--- config.mk ---
export PLATFORM = sky130hd
export DESIGN_NAME = mau_arbiter
export DESIGN_NICKNAME = d
export VERILOG_FILES = /design/src/rtl/mau_arb_pkg.sv /design/src/rtl/mau_rr_pick.sv /design/src/rtl/mau_arbiter.sv
export SDC_FILE = /design/constraint.sdc
export NUM_CORES = 1
export LEC_CHECK = 0
export ABC_AREA = 0
export CAP_MARGIN = 20
export CORE_ASPECT_RATIO = 0.5
export CORE_UTILIZATION = 31
export CTS_BUF_LIST = sky130_fd_sc_hd__clkbuf_8
export DETAILED_ROUTE_END_ITERATION = 8
export GPL_TIMING_DRIVEN = 0
export PLACE_DENSITY_LB_ADDON = 0.12
export SYNTH_ARGS = -nofsm -noshare
export SYNTH_HDL_FRONTEND = slang
export SYNTH_SLANG_ARGS = --single-unit
--- constraint.sdc ---
create_clock -name clk -period 3.15 [get_ports clk]
set_input_delay 0.945 -clock clk [delete_from_list [all_inputs] [get_ports clk]]
set_output_delay 0.945 -clock clk [all_outputs]
set_load 0.1 [all_outputs]
--- src/rtl/mau_arb_pkg.sv ---
// Shared types for the MAU arbiter: FSM state encoding, statistics width
// and a saturating increment used by the optional MAU_ARB_STATS_EN counters.
package mau_arb_pkg;

  typedef enum logic [1:0] {IDLE, ISSUE, WAIT, RELEASE} arb_state_t;

  localparam int STAT_W = 32;

  function automatic logic [STAT_W-1:0] sat_inc(input logic [STAT_W-1:0] v);
    return (&v) ? v : v + 1'b1;
  endfunction

endpackage

--- src/rtl/mau_rr_pick.sv ---
// Combinational round-robin picker: first set request bit searching upward
// from ptr+1, wrapping modulo NUM_REQ.
module mau_rr_pick #(
  parameter int NUM_REQ = 2,
  localparam int IDX_W = (NUM_REQ > 1) ? $clog2(NUM_REQ) : 1
) (
  input  logic [NUM_REQ-1:0] req,
  input  logic [IDX_W-1:0]   ptr,
  output logic [NUM_REQ-1:0] grant,
  output logic [IDX_W-1:0]   grant_idx,
  output logic               any
);

  logic found;
  int   cand;

  always_comb begin
    grant     = '0;
    grant_idx = '0;
    found     = 1'b0;
    cand      = 0;
    for (int i = 1; i <= NUM_REQ; i++) begin
      cand = (int'(ptr) + i) % NUM_REQ;
      if (!found && req[IDX_W'(cand)]) begin
        found                 = 1'b1;
        grant[IDX_W'(cand)]   = 1'b1;
        grant_idx             = IDX_W'(cand);
      end
    end
  end

  assign any = found;

endmodule

--- src/rtl/mau_arbiter.sv ---
// Round-robin arbiter sharing one MAU between NUM_REQ requesters, one
// transaction in flight. Optional counters are built with MAU_ARB_STATS_EN.
// Handshake: a requester holds req_valid (with write/addr/wdata stable) until it
// sees req_ready, a one-cycle grant pulse meaning the request was latched;
// rsp_valid pulses once per granted request on completion.
module mau_arbiter
  import mau_arb_pkg::*;
#(
  parameter int NUM_REQ = 2,
  parameter int ADDR_W  = 32,
  parameter int DATA_W  = 32,
  localparam int IDX_W  = (NUM_REQ > 1) ? $clog2(NUM_REQ) : 1
) (
  input  logic                      clk,
  input  logic                      resetn,
  input  logic [NUM_REQ-1:0]        req_valid,
  input  logic [NUM_REQ-1:0]        req_write,
  input  logic [NUM_REQ*ADDR_W-1:0] req_addr,
  input  logic [NUM_REQ*DATA_W-1:0] req_wdata,
  output logic [NUM_REQ-1:0]        req_ready,
  output logic [NUM_REQ-1:0]        rsp_valid,
  output logic [DATA_W-1:0]         rsp_rdata,
  output logic                      busy,
  output logic                      access_enable,
  output logic                      read_enable,
  output logic                      write_enable,
  output logic [ADDR_W-1:0]         access_addr,
  output logic [DATA_W-1:0]         write_data,
  input  logic [DATA_W-1:0]         read_data,
  input  logic                      data_valid,
  input  logic                      write_done,
`ifdef MAU_ARB_STATS_EN
  output logic [NUM_REQ*STAT_W-1:0] stat_grants,
  output logic [STAT_W-1:0]         stat_busy_cycles,
  output logic [STAT_W-1:0]         stat_contention,
`endif
  output arb_state_t                dbg_state
);

  arb_state_t state_q, state_d;
  logic [IDX_W-1:0]   ptr_q, ptr_d, owner_q, owner_d;
  logic               wr_q, wr_d;
  logic [ADDR_W-1:0]  addr_q, addr_d;
  logic [DATA_W-1:0]  wdata_q, wdata_d, rsp_rdata_q, rsp_rdata_d;
  logic [NUM_REQ-1:0] req_ready_q, req_ready_d, rsp_valid_q, rsp_valid_d;
  logic               busy_q, busy_d, acc_en_q, acc_en_d;
  logic               rd_en_q, rd_en_d, wr_en_q, wr_en_d;

  logic [NUM_REQ-1:0] pick_grant;
  logic [IDX_W-1:0]   pick_idx;
  logic               pick_any;
  logic               done;

  mau_rr_pick #(.NUM_REQ(NUM_REQ)) u_pick (
    .req       (req_valid),
    .ptr       (ptr_q),
    .grant     (pick_grant),
    .grant_idx (pick_idx),
    .any       (pick_any)
  );

  // Completion flags are sticky in the MAU; they are only trusted in WAIT.
  assign done = wr_q ? write_done : data_valid;

  always_ff @(posedge clk or negedge resetn) begin
    if (!resetn) state_q <= IDLE;
    else         state_q <= state_d;
  end

  always_comb begin
    state_d = state_q;
    case (state_q)
      IDLE:    if (pick_any) state_d = ISSUE;
      ISSUE:   state_d = WAIT;
      WAIT:    if (done) state_d = RELEASE;
      RELEASE: state_d = IDLE;
      default: state_d = IDLE;
    endcase
  end

  // Outputs are registered from state_d, so req_ready and access_enable both
  // appear in the ISSUE cycle, one cycle after the arbitration decision.
  always_comb begin
    ptr_d       = ptr_q;
    owner_d     = owner_q;
    wr_d        = wr_q;
    addr_d      = addr_q;
    wdata_d     = wdata_q;
    rsp_rdata_d = rsp_rdata_q;
    req_ready_d = '0;
    rsp_valid_d = '0;
    if (state_q == IDLE && pick_any) begin
      req_ready_d = pick_grant;
      owner_d     = pick_idx;
      ptr_d       = pick_idx;
      wr_d        = req_write[pick_idx];
      for (int i = 0; i < NUM_REQ; i++) begin
        if (pick_grant[i]) begin
          addr_d  = req_addr[i*ADDR_W +: ADDR_W];
          wdata_d = req_wdata[i*DATA_W +: DATA_W];
        end
      end
    end
    if (state_q == WAIT && done) begin
      rsp_valid_d[owner_q] = 1'b1;
      if (!wr_q) rsp_rdata_d = read_data;
    end
    busy_d   = (state_d != IDLE);
    acc_en_d = (state_d == ISSUE) || (state_d == WAIT);
    rd_en_d  = acc_en_d & ~wr_d;
    wr_en_d  = acc_en_d &  wr_d;
  end

  always_ff @(posedge clk or negedge resetn) begin
    if (!resetn) begin
      ptr_q       <= IDX_W'(NUM_REQ - 1);
      owner_q     <= '0;
      wr_q        <= 1'b0;
      addr_q      <= '0;
      wdata_q     <= '0;
      rsp_rdata_q <= '0;
      req_ready_q <= '0;
      rsp_valid_q <= '0;
      busy_q      <= 1'b0;
      acc_en_q    <= 1'b0;
      rd_en_q     <= 1'b0;
      wr_en_q     <= 1'b0;
    end else begin
      ptr_q       <= ptr_d;
      owner_q     <= owner_d;
      wr_q        <= wr_d;
      addr_q      <= addr_d;
      wdata_q     <= wdata_d;
      rsp_rdata_q <= rsp_rdata_d;
      req_ready_q <= req_ready_d;
      rsp_valid_q <= rsp_valid_d;
      busy_q      <= busy_d;
      acc_en_q    <= acc_en_d;
      rd_en_q     <= rd_en_d;
      wr_en_q     <= wr_en_d;
    end
  end

  assign req_ready     = req_ready_q;
  assign rsp_valid     = rsp_valid_q;
  assign rsp_rdata     = rsp_rdata_q;
  assign busy          = busy_q;
  assign access_enable = acc_en_q;
  assign read_enable   = rd_en_q;
  assign write_enable  = wr_en_q;
  assign access_addr   = addr_q;
  assign write_data    = wdata_q;
  assign dbg_state     = state_q;

`ifdef MAU_ARB_STATS_EN
  logic [NUM_REQ*STAT_W-1:0] grants_q, grants_d;
  logic [STAT_W-1:0]         busy_cnt_q, busy_cnt_d, cont_q, cont_d;

  always_comb begin
    grants_d   = grants_q;
    busy_cnt_d = busy_q ? sat_inc(busy_cnt_q) : busy_cnt_q;
    cont_d     = (state_q == IDLE && $countones(req_valid) > 1) ? sat_inc(cont_q) : cont_q;
    for (int i = 0; i < NUM_REQ; i++) begin
      if (req_ready_d[i]) grants_d[i*STAT_W +: STAT_W] = sat_inc(grants_q[i*STAT_W +: STAT_W]);
    end
  end

  always_ff @(posedge clk or negedge resetn) begin
    if (!resetn) begin
      grants_q   <= '0;
      busy_cnt_q <= '0;
      cont_q     <= '0;
    end else begin
      grants_q   <= grants_d;
      busy_cnt_q <= busy_cnt_d;
      cont_q     <= cont_d;
    end
  end

  assign stat_grants      = grants_q;
  assign stat_busy_cycles = busy_cnt_q;
  assign stat_contention  = cont_q;
`endif

endmodule

==> results of run 1 <==
## metal layers
layer | part of all wire, % | global-route usage, % | vias up
met3 | 5.2 | 4.29 | 8
li1 | - | - | 1286
met4 | 0.76 | 3.19 | 0
met5 | 0 | 0 | -
met1 | 46 | 18.1 | 1376
met2 | 48 | 22.9 | 84
## stage by stage
stage	std cells	setup TNS, ns	setup WS [ns]	cell area (sq um)
5_1_grt	660	0	0.194	6920
6_report	660	0	0.263	6920
3_3_place_gp	644	-358.23	-3.34	6650
4_1_cts	660	0	0.232	6920
2_1_floorplan	245	0	0.592	4340
3_5_place_dp	645	0	0.433	6680
## cells in the final DEF (no fill, tap or decap), drive strengths merged, types with 2 or more instances in the layout
cell type	Yosys	layout
inv	6	7
clkbuf	0	10
nor2	2	2
and3	2	2
buf	11	13
dfrtp	107	107
ha	4	4
clkdlybuf4s50	0	206
mux2	96	96
bufinv	0	3
nor3b	3	3
mux2i	3	3
## how the worst max path moves through the flow
| stage | startpoint | end | slack (ns) | cells after the start |
|---|---|---|---|---|
| floorplan | dbg_state[0]$_DFF_PN0_ | read_enable$_DFF_PN0_ | 0.59 | 7 |
| global placement | resetn | access_enable$_DFF_PN0_ | -3.34 | 1 |
| detailed placement | req_valid[0] | read_enable$_DFF_PN0_ | 0.43 | 6 |
| CTS | dbg_state[0]$_DFF_PN0_ | dbg_state[0] | 0.23 | 1 |
| global route | dbg_state[0]$_DFF_PN0_ | dbg_state[0] | 0.19 | 1 |
| finish | dbg_state[0]$_DFF_PN0_ | dbg_state[0] | 0.26 | 1 |
## cells by family (layout without fill, tap and decap cells)
kind of cell,count (synthesis),in the layout,synth area share (%)
AO/OA/AOI/OAI,6,6,1.04
XOR/XNOR,1,1,0.202
adder cells (fa/ha/maj),4,4,1.15
buffers and inverters,17,240,3.98
flip-flops,108,108,62.3
multiplexers,99,99,29.9
other,1,1,0.0864
AND/OR/NAND/NOR,9,9,1.36
## cells in the mapped netlist, drive strengths merged
cell type | number | area share (%)
dfrtp | 107 | 62
mux2 | 96 | 29
buf | 11 | 3.5
inv | 6 | 0.52
ha | 4 | 1.2
mux2i | 3 | 0.69
nor3b | 3 | 0.52
and3 | 2 | 0.40
nor2 | 2 | 0.17
a211o | 1 | 0.20
a211oi | 1 | 0.17
a21oi | 1 | 0.12
a22o | 1 | 0.20
a311oi | 1 | 0.20
a31oi | 1 | 0.14
conb | 1 | 0.086
dfstp | 1 | 0.61
nand2 | 1 | 0.086
nand3b | 1 | 0.17
xnor2 | 1 | 0.20
## layout make-up
cell class              count  area, sq um  area share (%)
repair buffers            208         2100            30.4
inverters                   6         22.5           0.326
flip-flops and latches    108         2700            39.1
plain buffers              11          150            2.17
well taps                 192          240            3.47
clock inverters             5          101            1.47
clock buffers              10          138            1.99
multi-input cells         120         1460            21.1
## flip-flops by register name, summed over array words and instances, names as in the netlist
| signal | cells |
|---|---|
| access_addr | 32 |
| access_enable | 1 |
| busy | 1 |
| dbg_state | 2 |
| owner_q | 1 |
| ptr_q | 1 |
| read_enable | 1 |
| req_ready | 1 |
| rsp_rdata | 32 |
| rsp_valid | 2 |
| wr_q | 1 |
| write_data | 32 |
| write_enable | 1 |
==> flow_summary.ini, run 1 <==
[synth]
synth.net_count = 417
yosysSeqAreaShare_pct = 62.3
ys_ff_latch = 108
synth.lib_cells_used.distinct = 24
avgSynthCellArea_sq_um = 17.7
synth.cell_area_sq_mm = 0.00434
synthesis.instances = 245
yosys_warnings = 0

[clocking]
cts_sinks = 108
clock_tree_from_tritoncts = built
number_of_buffers_inserted_for_hold_repair_after_clock_tree_synthesis = 0
numCtsBuffers = 9
htreeDepth = 3
cts_root_buffer = sky130_fd_sc_hd__clkbuf_8
post-cts-setup-buffer-count = 0
insertion_delay_ns = 0.37
postCtsResizedCells = 0
cts.path.max_buffers = 2
clk_pin_slew_ns = 0.11

[timing]
final.setup_skew_ns = 0.0135
timing.final.setup_violations = 0
finalMaxSlewViolations = 0
achievable-frequency_ghz = 0.346
rsz0062_at_grt = no
timing.final.crit_share_pct = 91.6
post-route-min-period_ns = 2.89
slew_headroom_pct = 32.3
whs_ns = 0.442
finalHoldViolations = 0
tightest_slew_ns = 1.01

[die]
initial_utilization_pct = 31.9
pin_count = 274
placeableCoreArea_sq_mm = 0.0136
die_w_um = 169
floorplan.die.height_um = 85.6
fp.dieArea_sq_mm = 0.0145
placement_row_count = 30

[global_route]
grt_pass1_wl_um = 15300
antenna_found_initial = 0
grt.total_usage_pct = 13.9
grt_pass1_vias = 2759
grt_max_degree = 65
global_route.overflow_total = 0

[setup_path]
slowest_stage = sky130_fd_sc_hd__clkdlybuf4s50_1
rrSetupSlack_ns = 1.23
worst_path_largest_cell_delay_ns = 1.16
critical_path_required_ns = 2.20
critical_path.startpoint_type = register
largest_fanout_of_any_net_on_the_critical_path = 4
crit_path_cell_trace = clkdlybuf4s50_1
end_kind = output port
critPathBufInv = 1
startpoint_of_the_lowest_slack_register_to_register_path = dbg_state[0]$_DFF_PN0_
timing.reg2reg.worst_path_depth = 7
reg2reg_to = read_enable$_DFF_PN0_
critical_path_class = register to output port
arrival_ns = 1.94
critical_path.top_delay_family = buffers and inverters

[route]
viasPerCell = 4.17
routed_wire_length_per_instance_um = 15.1
dr_total_vias = 2754
first_iter_violations = 86
routed_wirelength_um = 9990
drt_pass1_iterations = 4
antenna_left = 0
drt_drc_violations_left = 0

[worst_hold_path]
timing.hold.worst_endpoint = rsp_valid[0]$_DFF_PN0_
hold_depth = 1
min-delay-path-class = register to register
hold_path.startpoint = owner_q$_DFFE_PN0P_

[placed_design]
detailed_place_hpwl_um = 7120
gp_congestion = 0.666
port_buffers = 207

[final_layout]
flow.area_growth_from_synthesis_pct = 59.5
filler_cell_count = 1235
antenna-diode-count = 0
layout_cells_sized_above_1_pct = 26.7
nNetsFinal = 636
finish.utilization_pct = 50.9

[run_status]
outcome = complete, no violations

[run]
drv.max_cap_violation_count = 0
Power of run 1 is not shown: default switching activity piles up to over one toggle a cycle in this logic, so the estimate is an artifact.
==> run 2: changes to the inputs <==
ABC_AREA = 1   (was 0)
CORE_UTILIZATION = 40   (was 31)
==> run 2 against run 1 <==
Cell area fell by 4.0%; clock-buffer cell count is 1 lower; cell count grew 24%; non-clock buffer count grew 9; largest cell class unchanged; sequential cell count did not move; first-iteration DRC count rose by 63%; register-to-register slack improved by 0.24 ns; worst hold slack worse by 0.0072 ns; setup slack better by 0.039 ns; global-route usage grew 5.2 points; area after synthesis down 3.9%.
==> flow_summary.ini, run 2 <==
[route]
antenna_left = 0
routed_wirelength_um = 10400
first_iter_violations = 140
drt_pass1_iterations = 4
dr_total_vias = 3545
viasPerCell = 4.33
routed_wire_length_per_instance_um = 12.7
drt_drc_violations_left = 0

[synth]
synth_top_cell_area_share_pct = 64.2
post_synth_edffs = 0
netlist_top_cells_area = sky130_fd_sc_hd__dfrtp_1, sky130_fd_sc_hd__nand2_1, sky130_fd_sc_hd__o21ai_0, sky130_fd_sc_hd__inv_1, sky130_fd_sc_hd__ha_1
synthMostInstantiatedCell = sky130_fd_sc_hd__nand2_1
synthesis.instances = 461
yosys_warnings = 0
async_flop_share_pct = 100
ys_ff_latch = 108
synth.cell_area_sq_mm = 0.00417
synth_top_cells_by_count = sky130_fd_sc_hd__nand2_1, sky130_fd_sc_hd__dfrtp_1, sky130_fd_sc_hd__inv_1
synth.net_count = 633
synth.lib_cells_used.distinct = 18
synthDominantAreaCellType = sky130_fd_sc_hd__dfrtp_1
ys_dominant_reg_cell = sky130_fd_sc_hd__dfrtp_1
avgSynthCellArea_sq_um = 9.04
yosysSeqAreaShare_pct = 64.9

[timing]
final.setup.worst_slack_ns = 0.302
setup-tns-final_ns = 0
timing.final.setup_violations = 0
finalHoldViolations = 0
finalMaxSlewViolations = 0
timing.final.crit_share_pct = 90.4
rsz0062_at_grt = no
post-route-min-period_ns = 2.85
achievable-frequency_ghz = 0.351
final.setup_skew_ns = 0.00749
slew_headroom_pct = 31.7
tightest_slew_ns = 1.02

[clocking]
clock_tree_from_tritoncts = built
cts_sinks = 108
postCtsResizedCells = 0
htreeDepth = 3
insertion_delay_ns = 0.36
cts_root_buffer = sky130_fd_sc_hd__clkbuf_8
clk_pin_slew_ns = 0.09
number_of_buffers_inserted_for_hold_repair_after_clock_tree_synthesis = 0
post-cts-setup-buffer-count = 0
cts.path.max_buffers = 2
numCtsBuffers = 9

[die]
die_w_um = 146
initial_utilization_pct = 42.7
placeableCoreArea_sq_mm = 0.00976
floorplan.die.height_um = 74.2
pin_count = 274
fp.dieArea_sq_mm = 0.0109
placement_row_count = 25

[final_layout]
final_cell_count_no_fill = 819
antenna-diode-count = 0
layout_commonest_cell = sky130_fd_sc_hd__nand2_1
flow.area_growth_from_synthesis_pct = 59.3
nNetsFinal = 852
layout_cells_sized_above_1_pct = 4.82
layout_common_cells = sky130_fd_sc_hd__nand2_1, sky130_fd_sc_hd__clkdlybuf4s50_1, sky130_fd_sc_hd__dfrtp_1

[setup_path]
startpoint_of_the_lowest_slack_register_to_register_path = dbg_state[0]$_DFF_PN0_
crit_path_cell_trace = clkdlybuf4s50_1
critical_path.top_delay_family = buffers and inverters
end_kind = output port
critPathBufInv = 1
worst_path_largest_cell_delay_ns = 1.16
critical_path_required_ns = 2.20
arrival_ns = 1.90
largest_fanout_of_any_net_on_the_critical_path = 3
slowest_stage = sky130_fd_sc_hd__clkdlybuf4s50_1
critical_path.startpoint_type = register
worst_setup_path_startpoint = dbg_state[0]$_DFF_PN0_
critical_path_class = register to output port

[placed_design]
dp_slack_ns = 0.696
gp_congestion = 0.770
detailed_place_hpwl_um = 7580
placed_instance_count = 804
port_buffers = 207

[run_status]
outcome = complete, no violations

[global_route]
antenna_found_initial = 0
grt_pass1_wl_um = 16000
grt_max_degree = 61
global_route.overflow_total = 0
grt.total_usage_pct = 19.1
grt_pass1_vias = 3311

[run]
drv.max_cap_violation_count = 0

[worst_hold_path]
hold_path.startpoint = owner_q$_DFFE_PN0P_
min-delay-path-class = register to register
run 2: cell count changes in the layout (fill, tap and decap cells not counted), sizes merged, moves of 3 or more:
cell,delta
a21oi,+3
clkbuf,+6
nor2,+8
nand2,+234
inv,+39
mux2i,-3
mux2,-96
o21ai,+33
nor3b,-3
run 2: cell type report:
| class | count | area, sq um |
|---|---|---|
| Fill cell | 831 | 3120 |
| Clock inverter | 6 | 82.6 |
| Inverter | 44 | 165 |
| Multi-Input combinational cell | 289 | 1180 |
| Sequential cell | 108 | 2700 |
| Tap cell | 135 | 169 |
| Clock buffer | 9 | 124 |
| Buffer | 20 | 115 |
| Timing Repair Buffer | 208 | 2100 |
run 2: final timing paths:
check | slack [ns] | end | cells past startpoint
worst max-delay path | 0.30 | dbg_state[0] | 1
worst min-delay path | 0.44 | rsp_valid[0]$_DFF_PN0_ | 1
worst max register to register | 1.47 | access_addr[23]$_DFFE_PN0P_ | 8
worst min register to register | 0.44 | rsp_valid[0]$_DFF_PN0_ | 1
max in group asynchronous | 1.81 | write_data[11]$_DFFE_PN0P_ | 2
min in group asynchronous | 0.66 | req_ready[0]$_DFF_PN0_ | 1
run 2: logic make-up after synthesis:
group,synth area share (%)
and+or+nand+nor,22.7
DFF,64.9
buffers and inverters,6.72
AOI/OAI and AO/OA,4.44
adders and majority gates,1.20
other,0.0900
run 2: per-stage QoR:
step	hold slack, ns	area [sq um]	util [%]
after floorplan	0.402	4170	-
after global routing	0.459	6640	68.0
final	0.435	6640	68.0
after detailed placement	0.428	6430	65.9
after global placement	0.411	6410	65.7
after CTS	0.441	6640	68.0
run 2: metal layers:
| layer | GRT usage (%) | part of all wire [%] | vias to the layer above |
|---|---|---|---|
| met1 | 23.2 | 43 | 1606 |
| met3 | 7.12 | 7.8 | 15 |
| met5 | 0 | 0 | - |
| met2 | 32.4 | 48 | 119 |
| li1 | - | - | 1805 |
| met4 | 6.37 | 1.8 | 0 |
Power of run 2 is left out for the same reason.
==> run 3: changes to the inputs <==
CORE_MARGIN = 2   (was not set)
==> run 3 against run 2 <==
Critical path depth unchanged; non-clock buffer count unchanged; maximum frequency down 0.46%; cell count up 0.73%; core utilization down 2.9 points; setup slack worse by 0.013 ns; worst hold slack about the same; sequential share of layout area about the same.
==> flow_summary.ini, run 3 (synthesized netlist as in run 2, its figures left out) <==
[final_layout]
finish.utilization_pct = 65.2
layout_common_cells = sky130_fd_sc_hd__nand2_1, sky130_fd_sc_hd__clkdlybuf4s50_1, sky130_fd_sc_hd__dfrtp_1
flow.area_growth_from_synthesis_pct = 59.2
nNetsFinal = 852
layout_cells_sized_above_1_pct = 4.96
layout.cell_area.non_filler_sq_mm = 0.00663
antenna-diode-count = 0
layout_commonest_cell = sky130_fd_sc_hd__nand2_1

[route]
first_iter_violations = 182
viasPerCell = 4.25
drt_drc_violations_left = 0
dr_total_vias = 3508
drt_pass1_iterations = 5
antenna_left = 0
routed_wire_length_per_instance_um = 12.4
routed_wirelength_um = 10200

[global_route]
grt_max_degree = 63
antenna_found_initial = 0
grt_pass1_vias = 3479
global_route.overflow_total = 0
grt.total_usage_pct = 19.3
grt_pass1_wl_um = 17200

[setup_path]
end_kind = output port
critical_path_class = register to output port
critPathBufInv = 1
slowest_stage = sky130_fd_sc_hd__clkdlybuf4s50_1
arrival_ns = 1.92
largest_fanout_of_any_net_on_the_critical_path = 2
critical_path.startpoint_type = register
critical_path.top_delay_family = buffers and inverters
worst_path_largest_cell_delay_ns = 1.18
crit_path_cell_trace = clkdlybuf4s50_1
critical_path_required_ns = 2.20
rrSetupSlack_ns = 1.49

[die]
floorplan.die.height_um = 76.2
fp.dieArea_sq_mm = 0.0113
die_w_um = 148
placement_row_count = 26
pin_count = 274
initial_utilization_pct = 40.9
placeableCoreArea_sq_mm = 0.0102

[timing]
rsz0062_at_grt = no
timing.final.setup_violations = 0
slew_headroom_pct = 30.9
finalHoldViolations = 0
final.setup_skew_ns = 0.00633
timing.final.crit_share_pct = 90.8
whs_ns = 0.435
post-route-min-period_ns = 2.86
tightest_slew_ns = 1.03
achievable-frequency_ghz = 0.350
finalMaxSlewViolations = 0

[clocking]
cts_root_buffer = sky130_fd_sc_hd__clkbuf_8
number_of_buffers_inserted_for_hold_repair_after_clock_tree_synthesis = 0
cts.path.max_buffers = 2
numCtsBuffers = 9
insertion_delay_ns = 0.36
cts_sinks = 108
postCtsResizedCells = 0
clock_tree_from_tritoncts = built
clk_pin_slew_ns = 0.10
htreeDepth = 3
post-cts-setup-buffer-count = 0

[run_status]
outcome = complete, no violations

[worst_hold_path]
min-delay-path-class = register to register

[run]
drv.max_cap_violation_count = 0

[placed_design]
port_buffers = 207
detailed_place_hpwl_um = 7430
gp_congestion = 0.743
place_area_sq_mm = 0.00644
[run 3: changes by cell type in the layout (fill, tap and decap cells not counted)]
cell / delta
sky130_fd_sc_hd__bufinv_16: -1
sky130_fd_sc_hd__clkinv_4: +2
[run 3: final cells by class]
class,count,area (sq um)
Sequential cell,108,2700
Fill cell,903,3550
Buffer,20,115
Inverter,44,165
Timing Repair Buffer,208,2100
Clock buffer,9,124
Tap cell,140,175
Multi-Input combinational cell,289,1180
Clock inverter,7,70.1
[run 3: worst paths after layout]
check | startpoint | end | depth (start not counted)
max | write_data[12]$_DFFE_PN0P_ | write_data[12] | 1
min | owner_q$_DFFE_PN0P_ | rsp_valid[0]$_DFF_PN0_ | 1
max reg2reg | dbg_state[0]$_DFF_PN0_ | access_addr[25]$_DFFE_PN0P_ | 8
min reg2reg | owner_q$_DFFE_PN0P_ | rsp_valid[0]$_DFF_PN0_ | 1
max in group asynchronous | resetn | access_addr[13]$_DFFE_PN0P_ | 2
min in group asynchronous | resetn | rsp_valid[0]$_DFF_PN0_ | 1
[run 3: stage by stage]
step	TNS, ns	instances	worst slack [ns]
finish	0	825	0.289
global route	0	825	0.212
CTS	0	825	0.250
detailed placement	0	809	0.661
global placement	-329.01	808	-3.06
floorplan	0	461	1.02
[run 3: routing by layer]
metal,GRT usage [%],wire length [um],vias to the layer above
li1,-,-,1805
met5,0,0,-
met2,31.3,4710,115
met4,5.71,184,0
met1,23.9,4440,1571
met3,7.66,887,17
Power of run 3 is left out for the same reason.
